`src/rtl/io_port_arbiter.sv`:
```
// io_port_arbiter: shares one output register and one synchronised input port between two
// four-phase req/ack requesters (0 = monitor, 1 = CPU). Simultaneous requests are granted
// round-robin. Every output comes straight from a flop.
module io_port_arbiter #(
    parameter int unsigned      WIDTH       = 8,
    parameter int unsigned      SYNC_STAGES = 2,
    parameter logic [WIDTH-1:0] OPORT_INIT  = 8'h00
) (
    input  logic             clock,
    input  logic             reset_n,
    input  logic             req0,
    input  logic             we0,
    input  logic [WIDTH-1:0] wd0,
    output logic [WIDTH-1:0] rd0,
    output logic             ack0,
    input  logic             req1,
    input  logic             we1,
    input  logic [WIDTH-1:0] wd1,
    output logic [WIDTH-1:0] rd1,
    output logic             ack1,
    input  logic [WIDTH-1:0] iport,
    output logic [WIDTH-1:0] oport,
    output logic             oport_stb
);

    typedef enum logic [2:0] {
        StIdle,
        StServe0,
        StServe1,
        StWait0,
        StWait1
    } state_e;

    state_e           state_q, state_d;
    logic             last_q, last_d;   // requester granted most recently
    logic             we_q, we_d;       // write enable latched at grant
    logic [WIDTH-1:0] wd_q, wd_d;       // write data latched at grant
    logic             ack0_q, ack0_d;
    logic             ack1_q, ack1_d;
    logic [WIDTH-1:0] rd0_q, rd0_d;
    logic [WIDTH-1:0] rd1_q, rd1_d;
    logic [WIDTH-1:0] oport_q, oport_d;
    logic             stb_q, stb_d;

    logic [SYNC_STAGES-1:0][WIDTH-1:0] sync_q;
    logic [WIDTH-1:0]                  iport_s;

    assign iport_s = sync_q[SYNC_STAGES-1];

    // Input synchroniser: iport shifts in at stage 0, reads use the last stage only.
    always_ff @(posedge clock or negedge reset_n) begin
        if (!reset_n) begin
            sync_q <= '0;
        end else begin
            sync_q <= {sync_q[SYNC_STAGES-2:0], iport};
        end
    end

    // Arbitration FSM next-state and output-register next values.
    always_comb begin
        state_d = state_q;
        last_d  = last_q;
        we_d    = we_q;
        wd_d    = wd_q;
        ack0_d  = ack0_q;
        ack1_d  = ack1_q;
        rd0_d   = rd0_q;
        rd1_d   = rd1_q;
        oport_d = oport_q;
        stb_d   = 1'b0;
        case (state_q)
            StIdle: begin
                // On a tie requester 0 wins only if requester 1 went last.
                if (req0 && (!req1 || last_q)) begin
                    state_d = StServe0;
                    last_d  = 1'b0;
                    we_d    = we0;
                    wd_d    = wd0;
                end else if (req1) begin
                    state_d = StServe1;
                    last_d  = 1'b1;
                    we_d    = we1;
                    wd_d    = wd1;
                end
            end
            StServe0: begin
                if (we_q) begin
                    oport_d = wd_q;
                    stb_d   = 1'b1;
                end
                rd0_d   = iport_s;
                ack0_d  = 1'b1;
                state_d = StWait0;
            end
            StServe1: begin
                if (we_q) begin
                    oport_d = wd_q;
                    stb_d   = 1'b1;
                end
                rd1_d   = iport_s;
                ack1_d  = 1'b1;
                state_d = StWait1;
            end
            StWait0: begin
                if (!req0) begin
                    ack0_d  = 1'b0;
                    state_d = StIdle;
                end
            end
            StWait1: begin
                if (!req1) begin
                    ack1_d  = 1'b0;
                    state_d = StIdle;
                end
            end
            default: state_d = StIdle;
        endcase
    end

    // State and output registers; reset discards any transaction in flight.
    always_ff @(posedge clock or negedge reset_n) begin
        if (!reset_n) begin
            state_q <= StIdle;
            last_q  <= 1'b1;
            we_q    <= 1'b0;
            wd_q    <= '0;
            ack0_q  <= 1'b0;
            ack1_q  <= 1'b0;
            rd0_q   <= '0;
            rd1_q   <= '0;
            oport_q <= OPORT_INIT;
            stb_q   <= 1'b0;
        end else begin
            state_q <= state_d;
            last_q  <= last_d;
            we_q    <= we_d;
            wd_q    <= wd_d;
            ack0_q  <= ack0_d;
            ack1_q  <= ack1_d;
            rd0_q   <= rd0_d;
            rd1_q   <= rd1_d;
            oport_q <= oport_d;
            stb_q   <= stb_d;
        end
    end

    assign ack0      = ack0_q;
    assign ack1      = ack1_q;
    assign rd0       = rd0_q;
    assign rd1       = rd1_q;
    assign oport     = oport_q;
    assign oport_stb = stb_q;

    // Only one requester may own the port at a time.
    ack_exclusive: assert property (@(posedge clock) disable iff (!reset_n) !(ack0_q && ack1_q));

endmodule
```
`config.mk`:
```
export PLATFORM = sky130hd
export DESIGN_NAME = io_port_arbiter
export DESIGN_NICKNAME = d
export VERILOG_FILES = /design/src/rtl/io_port_arbiter.sv
export SDC_FILE = /design/constraint.sdc
export NUM_CORES = 1
export LEC_CHECK = 0
export BUFFER_PORTS_ARGS = -buffer_cell sky130_fd_sc_hd__buf_4
export CAP_MARGIN = 20
export CORE_ASPECT_RATIO = 0.5
export CORE_MARGIN = 2
export CORE_UTILIZATION = 40
export CTS_CLUSTER_DIAMETER = 60
export DETAILED_ROUTE_END_ITERATION = 6
export PLACE_DENSITY = 0.59
export SYNTH_ARGS = -nofsm -noshare
export SYNTH_HDL_FRONTEND = slang
export SYNTH_SLANG_ARGS = --single-unit
```
`constraint.sdc`:
```
create_clock -name clock -period 1.7 [get_ports clock]
set_clock_uncertainty 0.1 [all_clocks]
set_input_delay 0.425 -clock clock [delete_from_list [all_inputs] [get_ports clock]]
set_output_delay 0.425 -clock clock [all_outputs]
set_load 0.03 [all_outputs]
```
## Word-level counts from Yosys, hierarchy flattened

Index checks and enable logic that the tools add are counted.

- Register bits: 56
- Output and inout bits: 27

- Equal/unequal tests: 7
- Muxes and demuxes: 17
- Reduce and logical (&&, ||, !) cells: 13

Operators by type and width:

| kind | count |
|---|---|
| two-way mux 8 bit | 2 |
| case mux 3 bit (5 select lines) | 1 |
| two-way mux 3 bit | 4 |
| two-way mux 1 bit | 8 |
| AND reduction 2 bit | 4 |
| == test 3 x 2 -> 1 bit (second input constant) | 2 |
| nonzero test 2 bit | 3 |
| != test 2 bit (second input constant) | 2 |
| case mux 1 bit (2 select lines) | 2 |
| == test 3 x 1 -> 1 bit (second input constant) | 1 |
| == test 3 bit (second input constant) | 1 |
| zero test 3 bit | 1 |
| != test 3 bit (second input constant) | 1 |
| AND reduction 3 bit | 1 |
| OR reduction 2 bit | 1 |
| logical AND 1 bit | 1 |
| zero test 1 bit | 1 |
| logical OR 1 bit | 1 |

## Depth between registers and ports, before layout

- Word-level depth: 5
- Gate-level depth with buffers: 5
- Gate-level depth less buffers: 3

## Least setup slack after synthesis

Ideal clock, no wire load.

- Path kind: register to register
- Start: reg state_q[2]
- End: reg rd1_q[0] (netlist: rd1[0])
- Setup time: 0.125 ns
- Arrival time: 1.252 ns
- Required time: 1.475 ns
- Slack: 0.224 ns
- Cell stages (with the launch flop): 4
- Path buffers: 1
- Cells stage by stage: dfrtp_1 -> buf_6 -> nor3b_4 -> mux2_2

- Word-level cells in the longest chain between the ends: 1

Ends and longest elaborated chain:

| what | RTL line | RTL |
|---|---|---|
| start, declared | 34 | `state_e state_q, state_d;` |
| start signal, assigned | 123 | `state_q <= StIdle;` |
| start signal, assigned | 134 | `state_q <= state_d;` |
| == test 3 x 2 -> 1 bit | 71 | `case (state_q)` |
| end signal, assigned | 141 | `rd1_q <= rd1_d;` |
| end, declared | 41 | `logic [WIDTH-1:0] rd1_q, rd1_d;` |

No other way between the ends.
A chain may end at the register's enable or synchronous reset.

## Worst setup path in the final report

- Start: reg state_q[0]
- End: reg oport_q[1] (netlist: oport[1])

- Word-level cells in the longest chain between the ends: 3
- Elaborated cells on any way between the ends: 4
- Classes of those cells: 2 x eq/ne; 2 x reduce/logical

Ends and longest elaborated chain:

| what | RTL line | RTL |
|---|---|---|
| == test 3 x 2 -> 1 bit or == test 3 x 1 -> 1 bit (tied branches) | 71 |  |
| OR reduction 2 bit (no line) * | - |  |
| AND reduction 2 bit (no line) * | - |  |
| end signal, assigned | 142 | `oport_q <= oport_d;` |
| end, declared | 42 | `logic [WIDTH-1:0] oport_q, oport_d;` |

Mark *: on every way between the ends. The rest lies on a longest branch, timed or not.

==> run metrics <==
status=completed; vias per cell=4.79; Slew Limit Fails=0; Power Total=around 5.8 mW; HP Class=in -> reg; fin crit period=1620 ps; row count=18; CP Buf/Inv Count=1; count of unique library cells instantiated by Yosys=28; Slew Limit Headroom=67.8%; Synth Area per Inst=16.3 sq um; crit-path cells=xnor2_1 > nor3b_2 > buf_4 > mux2_4; Hold Startpoint=iport[4]; register-to-register setup slack=between 70 and 80 ps; final setup TNS=0 ps; Post-Route WL=3.81 mm; final cell count without fillers=roughly 270; delay-heaviest family, CP=flip-flops; n_diodes=0; P per Cell Area=around 2100 nW/um^2; nets@finish=roughly 230; DR vias=1279; WHS Endpoint=sync_q[4]; VDD IR max=0.859 mV; critical path's slowest cell=dfrtp_1; TritonCTS buffer count=5; max_cap viols=0; Cells after Synth=~130; Syn Nets=around 160; post-CTS resize count=0; measured slew at the worst slew-check pin=approximately 480 ps; Total GRT Usage=13.8%; period utilisation layout=about 95%; IO Port Bufs=56; Max Clock Freq=616 MHz; reg-to-reg endpoint=oport[1]; first-pass GRT wire length=6.43 mm; # IOs=57; leakage=1.25 nW; Setup-failing EPs final=0; RSZ-0062 raised after global routing=no; RR Startpoint=state_q[0]; die height=55.7 um; drt initial violations=28; dpl cells=258; Worst Setup End Kind=flip-flop; CTS H-tree lvls=2; critical path required time=1790 ps; Die X=around 110 um; register area share after synthesis=65.6%; Placeable Area=between 5000 and 6000 sq um; Antenna Nets Post-Route=0; Die ar.=5980 sq um; CTS tree=built; detailed placement HPWL=~2.8 mm; largest net degree at the start of global routing=33; Setup WS pre-CTS=80.0 ps; GP Congestion=approximately 0.7; initial antenna violation count=0; Initial DRT Pass Iterations=4; CTS Buffer Depth=2; GR Overflow Total=0; WS Path Type=reg -> reg; area grow syn2layout=30.9%; # DRC=0; critical path's largest stage delay=~500 ps; Syn. warnings=0; final hold vios=0; Cell Area, Synth=between 2000 and 2500 sq um; register bit total from synthesis=56; crit path DAT=1720 ps; vias in the first global route=1331; Hold Crit Depth=1; clk_lat worst skew=300 ps; layout cells sized above 1=58.9%; Root Driver=clkbuf_8; clock-pin slew on the worst setup and hold paths=100 ps; fillers=438; wire per inst=14.3 um; critical path peak fanout=9; clk sinks=56; Worst Reg-to-Reg Cells=4; PnR worst setup slack=77.1 ps; kind of start point of the critical path=flip-flop; Initial Util=42.4%
metrics by stage:
stage	cell area, sq um	utilization [%]	hold WS (ps)
2_1_floorplan	2140	-	29.4
3_5_place_dp	2670	53.0	235
3_3_place_gp	2670	53.0	233
6_report	2800	55.5	122
4_1_cts	2800	55.5	110
5_1_grt	2800	55.5	94.1
flip-flops by register name, indices dropped and copies added, names as in the netlist, 3 cells and up:
signal	cells
state_q	3
sync_q	8
iport_s	8
rd0	8
wd_q	8
oport	8
rd1	8
layout make-up:
| type | instances | area [sq um] | share of cell area (%) |
|---|---|---|---|
| flip-flops and latches | 56 | 1400 | 50.1 |
| clock buffers | 5 | 68.8 | 2.46 |
| multi-input cells | 67 | 672 | 24.0 |
| inverters | 1 | 3.75 | 0.134 |
| clock inverters | 3 | 47.5 | 1.70 |
| repair buffers | 65 | 515 | 18.4 |
| well taps | 70 | 87.6 | 3.13 |
cells by family after synthesis:
group / synth area share, %
xor+xnor: 0.410
mux: 14.6
compound gates: 8.20
simple gates: 8.26
buf+inv: 2.93
flops: 65.6
what timing repair did:
item	CTS	global route
setup buffers	0	0
hold buffers	1	0
endpoints found under the hold margin	30	0
endpoints found under the setup margin	0	0
per-layer routing:
metal  track usage, %  part of all wire (%)
met5                0                     0
met1             18.8                    45
met4             2.75                  0.76
met3             4.22                   6.0
met2             22.1                    48
worst max-delay path by stage:
stage | start | to | slack [ps] | cells after the start
CTS | state_q[0] | oport[1] | 60 | 4
finish | state_q[0] | oport[1] | 80 | 4
global placement | state_q[2] | wd_q[4] | 130 | 3
detailed placement | state_q[0] | oport[1] | 80 | 4
floorplan | state_q[2] | rd1[0] | 220 | 3
global route | state_q[2] | wd_q[4] | 20 | 3
cell usage in the layout (no fill, tap or decap), drive strengths merged, types with 2 or more instances in the layout:
cell type / instances
nor2: 2
clkbuf: 5
buf: 64
a21oi: 4
nor3: 2
clkinv: 2
dfrtp: 55
nor3b: 2
o221a: 9
nand2: 2
nand3b: 9
mux2: 25
cell usage after synthesis (all sizes together):
cell type | number | area [sq um]
dfstp | 1 | 26.3
nand2 | 2 | 7.51
nand3 | 1 | 10.0
o22ai | 1 | 6.26
mux2 | 25 | 312
nor3b | 2 | 31.3
or2 | 1 | 6.26
or3 | 1 | 7.51
a21boi | 1 | 11.3
nor2 | 2 | 7.51
buf | 6 | 55.1
nand2b | 1 | 6.26
o21a | 1 | 7.51
a211oi | 1 | 7.51
a21o | 1 | 7.51
o221a | 9 | 101
nor3 | 2 | 32.5
a21oi | 4 | 20.0
a31oi | 1 | 6.26
dfrtp | 55 | 1380
inv | 1 | 3.75
nand3b | 9 | 67.6
o31ai | 1 | 7.51
clkbuf | 1 | 3.75
xnor2 | 1 | 8.76
where the power goes:
group          switching (mW)  internal [mW]
Sequential              0.351           1.84
Combinational            1.35           1.39
Clock                   0.429          0.444
(Power assumes the default switching activity.)
